### config.mk
export PLATFORM = sky130hd
export DESIGN_NAME = blk2byte_fifo
export DESIGN_NICKNAME = d
export VERILOG_FILES = /design/src/rtl/blk2byte_fifo.sv
export SDC_FILE = /design/constraint.sdc
export NUM_CORES = 2
export LEC_CHECK = 0
export CAP_MARGIN = 20
export CORE_MARGIN = 3
export CORE_UTILIZATION = 50
export CTS_BUF_LIST = sky130_fd_sc_hd__clkbuf_4
export CTS_CLUSTER_DIAMETER = 40
export DETAILED_ROUTE_END_ITERATION = 8
export GPL_TIMING_DRIVEN = 1
export PLACE_DENSITY = 0.66
export SLEW_MARGIN = 30
export SYNTH_ARGS = -nofsm -noshare
export SYNTH_HDL_FRONTEND = slang
export SYNTH_SLANG_ARGS = --single-unit
### constraint.sdc
create_clock -name i_clk -period 53.4 [get_ports i_clk]
set_clock_uncertainty 0.1 [all_clocks]
set_input_delay 10.68 -clock i_clk [delete_from_list [all_inputs] [get_ports i_clk]]
set_output_delay 10.68 -clock i_clk [all_outputs]
set_load 0.1 [all_outputs]
### src/rtl/blk2byte_fifo.sv
// blk2byte_fifo: wide-to-narrow FIFO. Whole 512-bit blocks are written into
// BLK_DEPTH slots and streamed out one byte per pop on a first-word-fall-through
// read port. The block being streamed lives in a shift register outside the slots.
// Optional: define BLK2BYTE_ERR_FLAGS_EN to add sticky o_ovf / o_udf flags.
module blk2byte_fifo #(
  parameter int unsigned BLK_DEPTH = 4,
  parameter int unsigned CNT_W     = 9
) (
  input  logic                        i_clk,
  input  logic                        i_rst,
  input  logic                        i_wr_en,
  input  logic [511:0]                i_data,
  output logic                        o_full,
  input  logic                        i_rd_en,
  output logic [7:0]                  o_data,
  output logic                        o_data_vld,
  output logic [CNT_W-1:0]            o_data_cnt,
  output logic [$clog2(BLK_DEPTH):0]  o_blk_cnt
`ifdef BLK2BYTE_ERR_FLAGS_EN
  ,
  output logic                        o_ovf,
  output logic                        o_udf
`endif
);

  localparam int unsigned AW = $clog2(BLK_DEPTH);
  localparam int unsigned PW = AW + 1;

  typedef enum logic {IDLE, STREAM} state_t;

  logic [511:0]     mem_q [BLK_DEPTH];
  state_t           state_q, state_d;
  logic [5:0]       idx_q, idx_d;
  logic [511:0]     sh_q, sh_d;
  logic [PW-1:0]    wr_ptr_q, wr_ptr_d;
  logic [PW-1:0]    rd_ptr_q, rd_ptr_d;
  logic [PW-1:0]    blk_cnt_q, blk_cnt_d;
  logic             full_q, full_d;
  logic             vld_q, vld_d;
  logic [CNT_W-1:0] data_cnt_q, data_cnt_d;
  logic             wr_acc, pop, last_pop, load;

  // Byte j of the stream is byte (3 - j%4) of 32-bit word j/4 (big-endian words).
  function automatic logic [511:0] reorder(input logic [511:0] b);
    logic [511:0] r;
    r = '0;
    for (int j = 0; j < 64; j++) begin
      r[8*j +: 8] = b[32*(j/4) + 31 - 8*(j%4) -: 8];
    end
    return r;
  endfunction

  // Block storage; written only on accepted writes.
  always_ff @(posedge i_clk) begin
    if (wr_acc) mem_q[wr_ptr_q[AW-1:0]] <= i_data;
  end

  // State and output registers.
  always_ff @(posedge i_clk) begin
    if (i_rst) begin
      state_q    <= IDLE;
      idx_q      <= '0;
      sh_q       <= '0;
      wr_ptr_q   <= '0;
      rd_ptr_q   <= '0;
      blk_cnt_q  <= '0;
      full_q     <= 1'b0;
      vld_q      <= 1'b0;
      data_cnt_q <= '0;
    end else begin
      state_q    <= state_d;
      idx_q      <= idx_d;
      sh_q       <= sh_d;
      wr_ptr_q   <= wr_ptr_d;
      rd_ptr_q   <= rd_ptr_d;
      blk_cnt_q  <= blk_cnt_d;
      full_q     <= full_d;
      vld_q      <= vld_d;
      data_cnt_q <= data_cnt_d;
    end
  end

  // Next-state: write acceptance, byte pops and back-to-back block loads.
  always_comb begin
    state_d  = state_q;
    idx_d    = idx_q;
    sh_d     = sh_q;
    rd_ptr_d = rd_ptr_q;
    wr_acc   = i_wr_en && !full_q;
    pop      = i_rd_en && (state_q == STREAM);
    last_pop = pop && (idx_q == 6'd63);
    load     = (blk_cnt_q != '0) && ((state_q == IDLE) || last_pop);
    wr_ptr_d = wr_ptr_q + PW'(wr_acc);

    case (state_q)
      IDLE: ;
      STREAM: begin
        if (pop) begin
          sh_d  = sh_q >> 8;
          idx_d = idx_q + 6'd1;
          if (last_pop) state_d = IDLE;
        end
      end
      default: state_d = IDLE;
    endcase

    if (load) begin
      sh_d     = reorder(mem_q[rd_ptr_q[AW-1:0]]);
      rd_ptr_d = rd_ptr_q + PW'(1);
      idx_d    = '0;
      state_d  = STREAM;
    end

    blk_cnt_d  = wr_ptr_d - rd_ptr_d;
    full_d     = (blk_cnt_d == PW'(BLK_DEPTH));
    vld_d      = (state_d == STREAM);
    data_cnt_d = CNT_W'(32'(blk_cnt_d) * 32'd64 +
                        ((state_d == STREAM) ? (32'd64 - 32'(idx_d)) : 32'd0));
  end

  assign o_data     = sh_q[7:0];
  assign o_data_vld = vld_q;
  assign o_full     = full_q;
  assign o_data_cnt = data_cnt_q;
  assign o_blk_cnt  = blk_cnt_q;

`ifdef BLK2BYTE_ERR_FLAGS_EN
  logic ovf_q, udf_q;

  // Sticky illegal-request flags, cleared only by reset.
  always_ff @(posedge i_clk) begin
    if (i_rst) begin
      ovf_q <= 1'b0;
      udf_q <= 1'b0;
    end else begin
      ovf_q <= ovf_q | (i_wr_en & full_q);
      udf_q <= udf_q | (i_rd_en & ~vld_q);
    end
  end

  assign o_ovf = ovf_q;
  assign o_udf = udf_q;
`endif

endmodule

# Yosys cells after proc, flatten, opt, wreduce, memory -nomap -nowiden
# Memory sizes are Yosys's and may differ from the RTL's. A register that Yosys moved wholly into a read port is not among the register bits.
# Cells that the tools add are included.
[totals] reg_bits=538 latchBits=0 mem_bits_rw=2048 romBits=0 input_bits=516 wordCells=43 memories=1
[classes] n_addsub=6 mul=0 div=0 order_cmp=0 eq_ne=2 n_shift=0 n_mux=15 bitwise=1 n_reduce_logical=10
[mem_list] memory="mem_q" words=4 width=512 read_ports=1 rd_clocked_by_memory_dff=1 write_ports=1 line="31" rtl="logic [511:0] mem_q [BLK_DEPTH];"
[op_table] op="$mux W512" n=3
[op_table] op="$mux W6" n=3
[op_table] op="$add A9 B9 Y9" n=1
[op_table] op="$mux W9" n=1
[op_table] op="$sub A7 B6 Y8 const A" n=1
[op_table] op="$add A6 B1 Y6 const B" n=1
[op_table] op="$eq A6 B6 Y1 const B" n=1
[op_table] op="$mux W1" n=6
[op_table] op="$logic_and A1 B1 Y1" n=4
[op_table] op="$reduce_bool A2 Y1" n=2
[op_table] op="$add A3 B1 Y3" n=1
[op_table] op="$add A3 B1 Y3 const B" n=1
[op_table] op="$eq A3 B3 Y1 const B" n=1
[op_table] op="$mux W3" n=1
[op_table] op="$reduce_bool A3 Y1" n=1
[op_table] op="$sub A3 B3 Y3" n=1
[op_table] op="$mux W2" n=1
[op_table] op="$reduce_and A2 Y1" n=1
[op_table] op="$logic_not A1 Y1" n=1
[op_table] op="$logic_or A1 B1 Y1" n=1
[op_table] op="$not A1 Y1" n=1

# Longest topological paths before layout
[depth] depth_word=8 ltp_mapped=14 mapped_depth_nobuf=13

# Worst setup path before layout
# Ideal clock, no wire load.
[synth_timing] kind="input to register" start="input port i_wr_en" end="memory mem_q[0][0] (enable)" setup_time_ns=2.116 arrival_ns=47.731 path_slack_ns=3.453 cell_stages=2 path_buffers=0 cell_sequence="nor2b_1 nor3b_1"
[synth_via] elab_chain_len=3
[synth_rtl] item="from (decl)" line="11" rtl="input logic i_wr_en,"
[synth_rtl] item="$logic_and A1 B1 Y1" line="89" rtl="wr_acc = i_wr_en && !full_q;"
[synth_rtl] item="$mux W1" line="55" rtl="if (wr_acc) mem_q[wr_ptr_q[AW-1:0]] <= i_data;"
[synth_rtl] item="$mux W1 (implied by the code)" line="55"
[synth_rtl] item="to (decl)" line="31"
# No other way between the ends.

# Worst setup path in the final report
[layout_timing] start="input port i_rd_en" end="register sh_q[317]"
[layout_via] elab_chain_len=6
[layout_rtl] item="from (decl)" line="14" rtl="input logic i_rd_en,"
[layout_rtl] item="$logic_and A1 B1 Y1 *" line="90" rtl="pop = i_rd_en && (state_q == STREAM);"
[layout_rtl] item="$logic_and A1 B1 Y1" line="91" rtl="last_pop = pop && (idx_q == 6'd63);"
[layout_rtl] item="$logic_or A1 B1 Y1" line="92" rtl="load = (blk_cnt_q != '0) && ((state_q == IDLE) || last_pop);"
[layout_rtl] item="$logic_and A1 B1 Y1" line="92"
[layout_rtl] item="$reduce_bool A2 Y1 (no source line)"
[layout_rtl] item="$reduce_and A2 Y1 (no source line)"
[layout_rtl] item="to (signal assigned)" line="63" rtl="sh_q <= '0;"
[layout_rtl] item="to (signal assigned)" line="73" rtl="sh_q <= sh_d;"
[layout_rtl] item="to (decl)" line="34" rtl="logic [511:0] sh_q, sh_d;"
# Mark *: on every way between the ends. The rest lies on a longest branch, timed or not.
# A chain may end at the register's enable or synchronous reset.

==> results.md <==
- Outcome: finished, violations left
- Failing checks: antenna rules
- Row cnt: 166
- Post-Synthesis Cells: 6259
- Finish-stage setup viols: 0
- Kind of critical path: input pin to register
- Post-cts resize count: 0
- Rel. slew slack: between 10% and 20%
- Crit share post-route: 27.29%
- Setup TNS: 0 ns
- Synth Area in Compound Gates: under 10%
- Initial antenna violation count: a little over 70
- Post-DP HPWL: 144.1 mm
- Worst setup EP type: register
- Post-CTS Setup Bufs: 0
- XOR/XNOR Fraction of Synth Area: 0.1439%
- Initial core utilization: 50.41%
- Synth Area in Adders: 0.1161%
- Post-Synth Simple-Gate Area: approximately 7%
- Min-delay worst type: register to register
- Power, Total: 6.569 mW
- Vias per Instance: 5.923
- Ports: around 540
- Drt wl/cell: 24.46 um
- Critical Path RT: 54.55 ns
- # Max-Cap Violations: 0
- Routed via count: 61222
- Pleak: 39.23 nW
- PwrDens: 54.59 nW/um2
- Worst vdd ir: roughly 0.000054 V
- Clk Latency, worst-skew pair: 1.44 ns
- Post-DRT Antenna Nets: 1
- Layout area overhead: 16.34%
- Post-DP Area: 111000 um2
- Routability cong.: 0.7680
- Residual DRC: 0
- Layout cells sized above 1: 33.91%
- Die area: 212400 um2
- Largest family of logic cells by synthesized area: multiplexers
- Post-synth EDFFs: roughly 2000
- GRT overflow: 0
- Slew @ Worst Pin: 1.203 ns
- Hold slack: around 0.4 ns
- Pin count of the biggest net entering global routing: 193
- Net count, final: 7577
- I/O Buffers: 537
- First-pass GRT wire length: about 380 mm
- TritonCTS clock tree: built
- Die Span Y: 460.8 um
- Mux cell area share after synthesis: 11.19%
- Register area share after synthesis: between 60% and 70%
- CTS buffer count: 673
- Initial DRC count: 5003
- Post-CTS Hold Buffers: 0
- Die width: 460.8 um
- Final Instance Area: roughly 120000 um2
- Max-slew violations: 0
- Synth async-reset ratio: 0%
- Final Hold Vio Count: 0
- Synth unique cells: 44
- Gr usage total: 23.52%
- Vias in the first global route: 61918
- #FFs+latches synth: 2586
- Clock buffer depth: 4
- Core area: around 200000 um2
- Clock-pin slew on the worst setup and hold paths: around 0.060 ns
- Ys Warns: 0
- Clock Sinks: about 2600
- Minimum clock period: ~15 ns
- Ys flop type: edfxtp_1
- H-tree depth: 6
- Total Wirelength: 252.8 mm
- Synth Area per Inst: 16.53 um2
- Syn_nets: 6784
- RSZ-0062 raised after global routing: no
- Fmax: between 0.06 and 0.07 GHz
- Synthesized area: 103400 um2
- Root buffer cell: clkbuf_4
- Crit Path Max Fanout: 81
- Startpoint types: input pin
- Critical Path AT: 15.72 ns
- Pre-antenna DRT Iters: 7
[layout make-up]
type | instances | area [um2]
Inverter | 3 | 11.26
Clock inverter | 134 | 797.0
Fill cell | 15861 | 84870
Antenna cell | 61 | 152.6
Timing Repair Buffer | 641 | 6610
Tap cell | 2688 | 3363
Clock buffer | 1077 | 8085
Multi-Input combinational cell | 3147 | 29030
Sequential cell | 2586 | 72280
[cell usage after synthesis (3+ instances only)]
master        n  area (um2)
edfxtp_1   2048       61500
nor2_1     1027        3855
dfxtp_1     538       10770
mux4_2      512       11530
or2_2       506        3166
o22ai_1     504        3153
clkbuf_1    373        1400
a2111oi_2   320        4805
buf_2       126       630.6
a2111oi_1   120        1201
a2111oi_0    65       569.3
buf_1        12       45.04
buf_4        12       90.09
xnor2_1      10       87.58
nor3_1        9       45.04
a22oi_1       8       60.06
ha_1          8       100.1
xor2_1        7       61.31
nor2b_1       6       37.54
nand2_1       5       18.77
nand3_1       5       25.02
and3_1        4       25.02
inv_1         3       11.26
mux2i_1       3       30.03
nand2b_1      3       18.77
nor3b_1       3       22.52
[layer usage]
layer	track usage (%)	routed length, um
met5	0	139
met4	8.999	6546
met3	5.187	17040
met2	37.25	123900
met1	32.01	105200
[placed cells by master (no fill, tap or decap), types with 6 or more instances in the layout]
master and count:
a2111oi_1 120, edfxtp_1 2048, a2111oi_2 320, mux4_2 512, clkinv_2 10, clkinv_1 95
bufinv_16 9, nor2_1 1026, xnor2_1 10, nor2b_1 6, inv_2 10, dfxtp_1 535
a22oi_1 8, clkbuf_4 1077, o22ai_1 504, a2111oi_0 65, or2_2 506, buf_16 10
clkdlybuf4s50_1 533, buf_12 17, diode_2 61, buf_4 66, buf_6 11, ha_1 8
xor2_1 7, nor3_1 8
[registers in the layout, summed over array words and instances, names as in the netlist]
signal	flops
o_data_cnt	9
o_data_vld	1
idx_q	6
wr_ptr_q	3
mem_q	2048
rd_ptr_q	3
sh_q	512
o_full	1
o_blk_cnt	3
[path summary, 6_finish.rpt]
path                     startpoint                      to  slack, ns  cells past startpoint
max reg2reg     idx_q[0]$_SDFF_PP0_  sh_q[317]$_SDFFE_PP0P_      47.87                     10
min reg2reg  sh_q[452]$_SDFFE_PP0P_  sh_q[452]$_SDFFE_PP0P_       0.40                      2
max                         i_rd_en  sh_q[317]$_SDFFE_PP0P_      38.83                     10
min          sh_q[452]$_SDFFE_PP0P_  sh_q[452]$_SDFFE_PP0P_       0.40                      2
[worst max-delay path, cell delays in order]
cell and delay (ns):
buf_8 0.31, nand3_1 0.16, or2_4 0.52, o21ai_4 0.25
buf_6 0.59, buf_4 0.77, buf_4 0.77, buf_4 0.78
o22ai_1 0.18, a2111oi_2 0.39
[where the power goes]
| part | internal [mW] | leakage [nW] | total [mW] | switching, mW |
|---|---|---|---|---|
| sequential | 2.61 | 23.3 | 2.81 | 0.205 |
| clock | 0.955 | 5.34 | 1.74 | 0.788 |
| combinational | 0.886 | 10.6 | 2.01 | 1.13 |
[cells by family after synthesis]
family | after synthesis
buf+inv | 526
mux | 516
flops | 2586
fa+ha+maj | 9
simple gates | 1576
compound gates | 1029
xor+xnor | 17
[per-stage QoR]
stage	util [%]	instances	worst slack, ns
3_3_place_gp	54.06	9052	37.05
3_5_place_dp	54.08	9054	37.06
2_1_floorplan	-	6259	3.453
5_1_grt	58.61	10309	38.75
4_1_cts	58.41	10265	38.60
6_report	58.64	10337	38.83
Note: power is estimated with default switching activity, not from simulation.
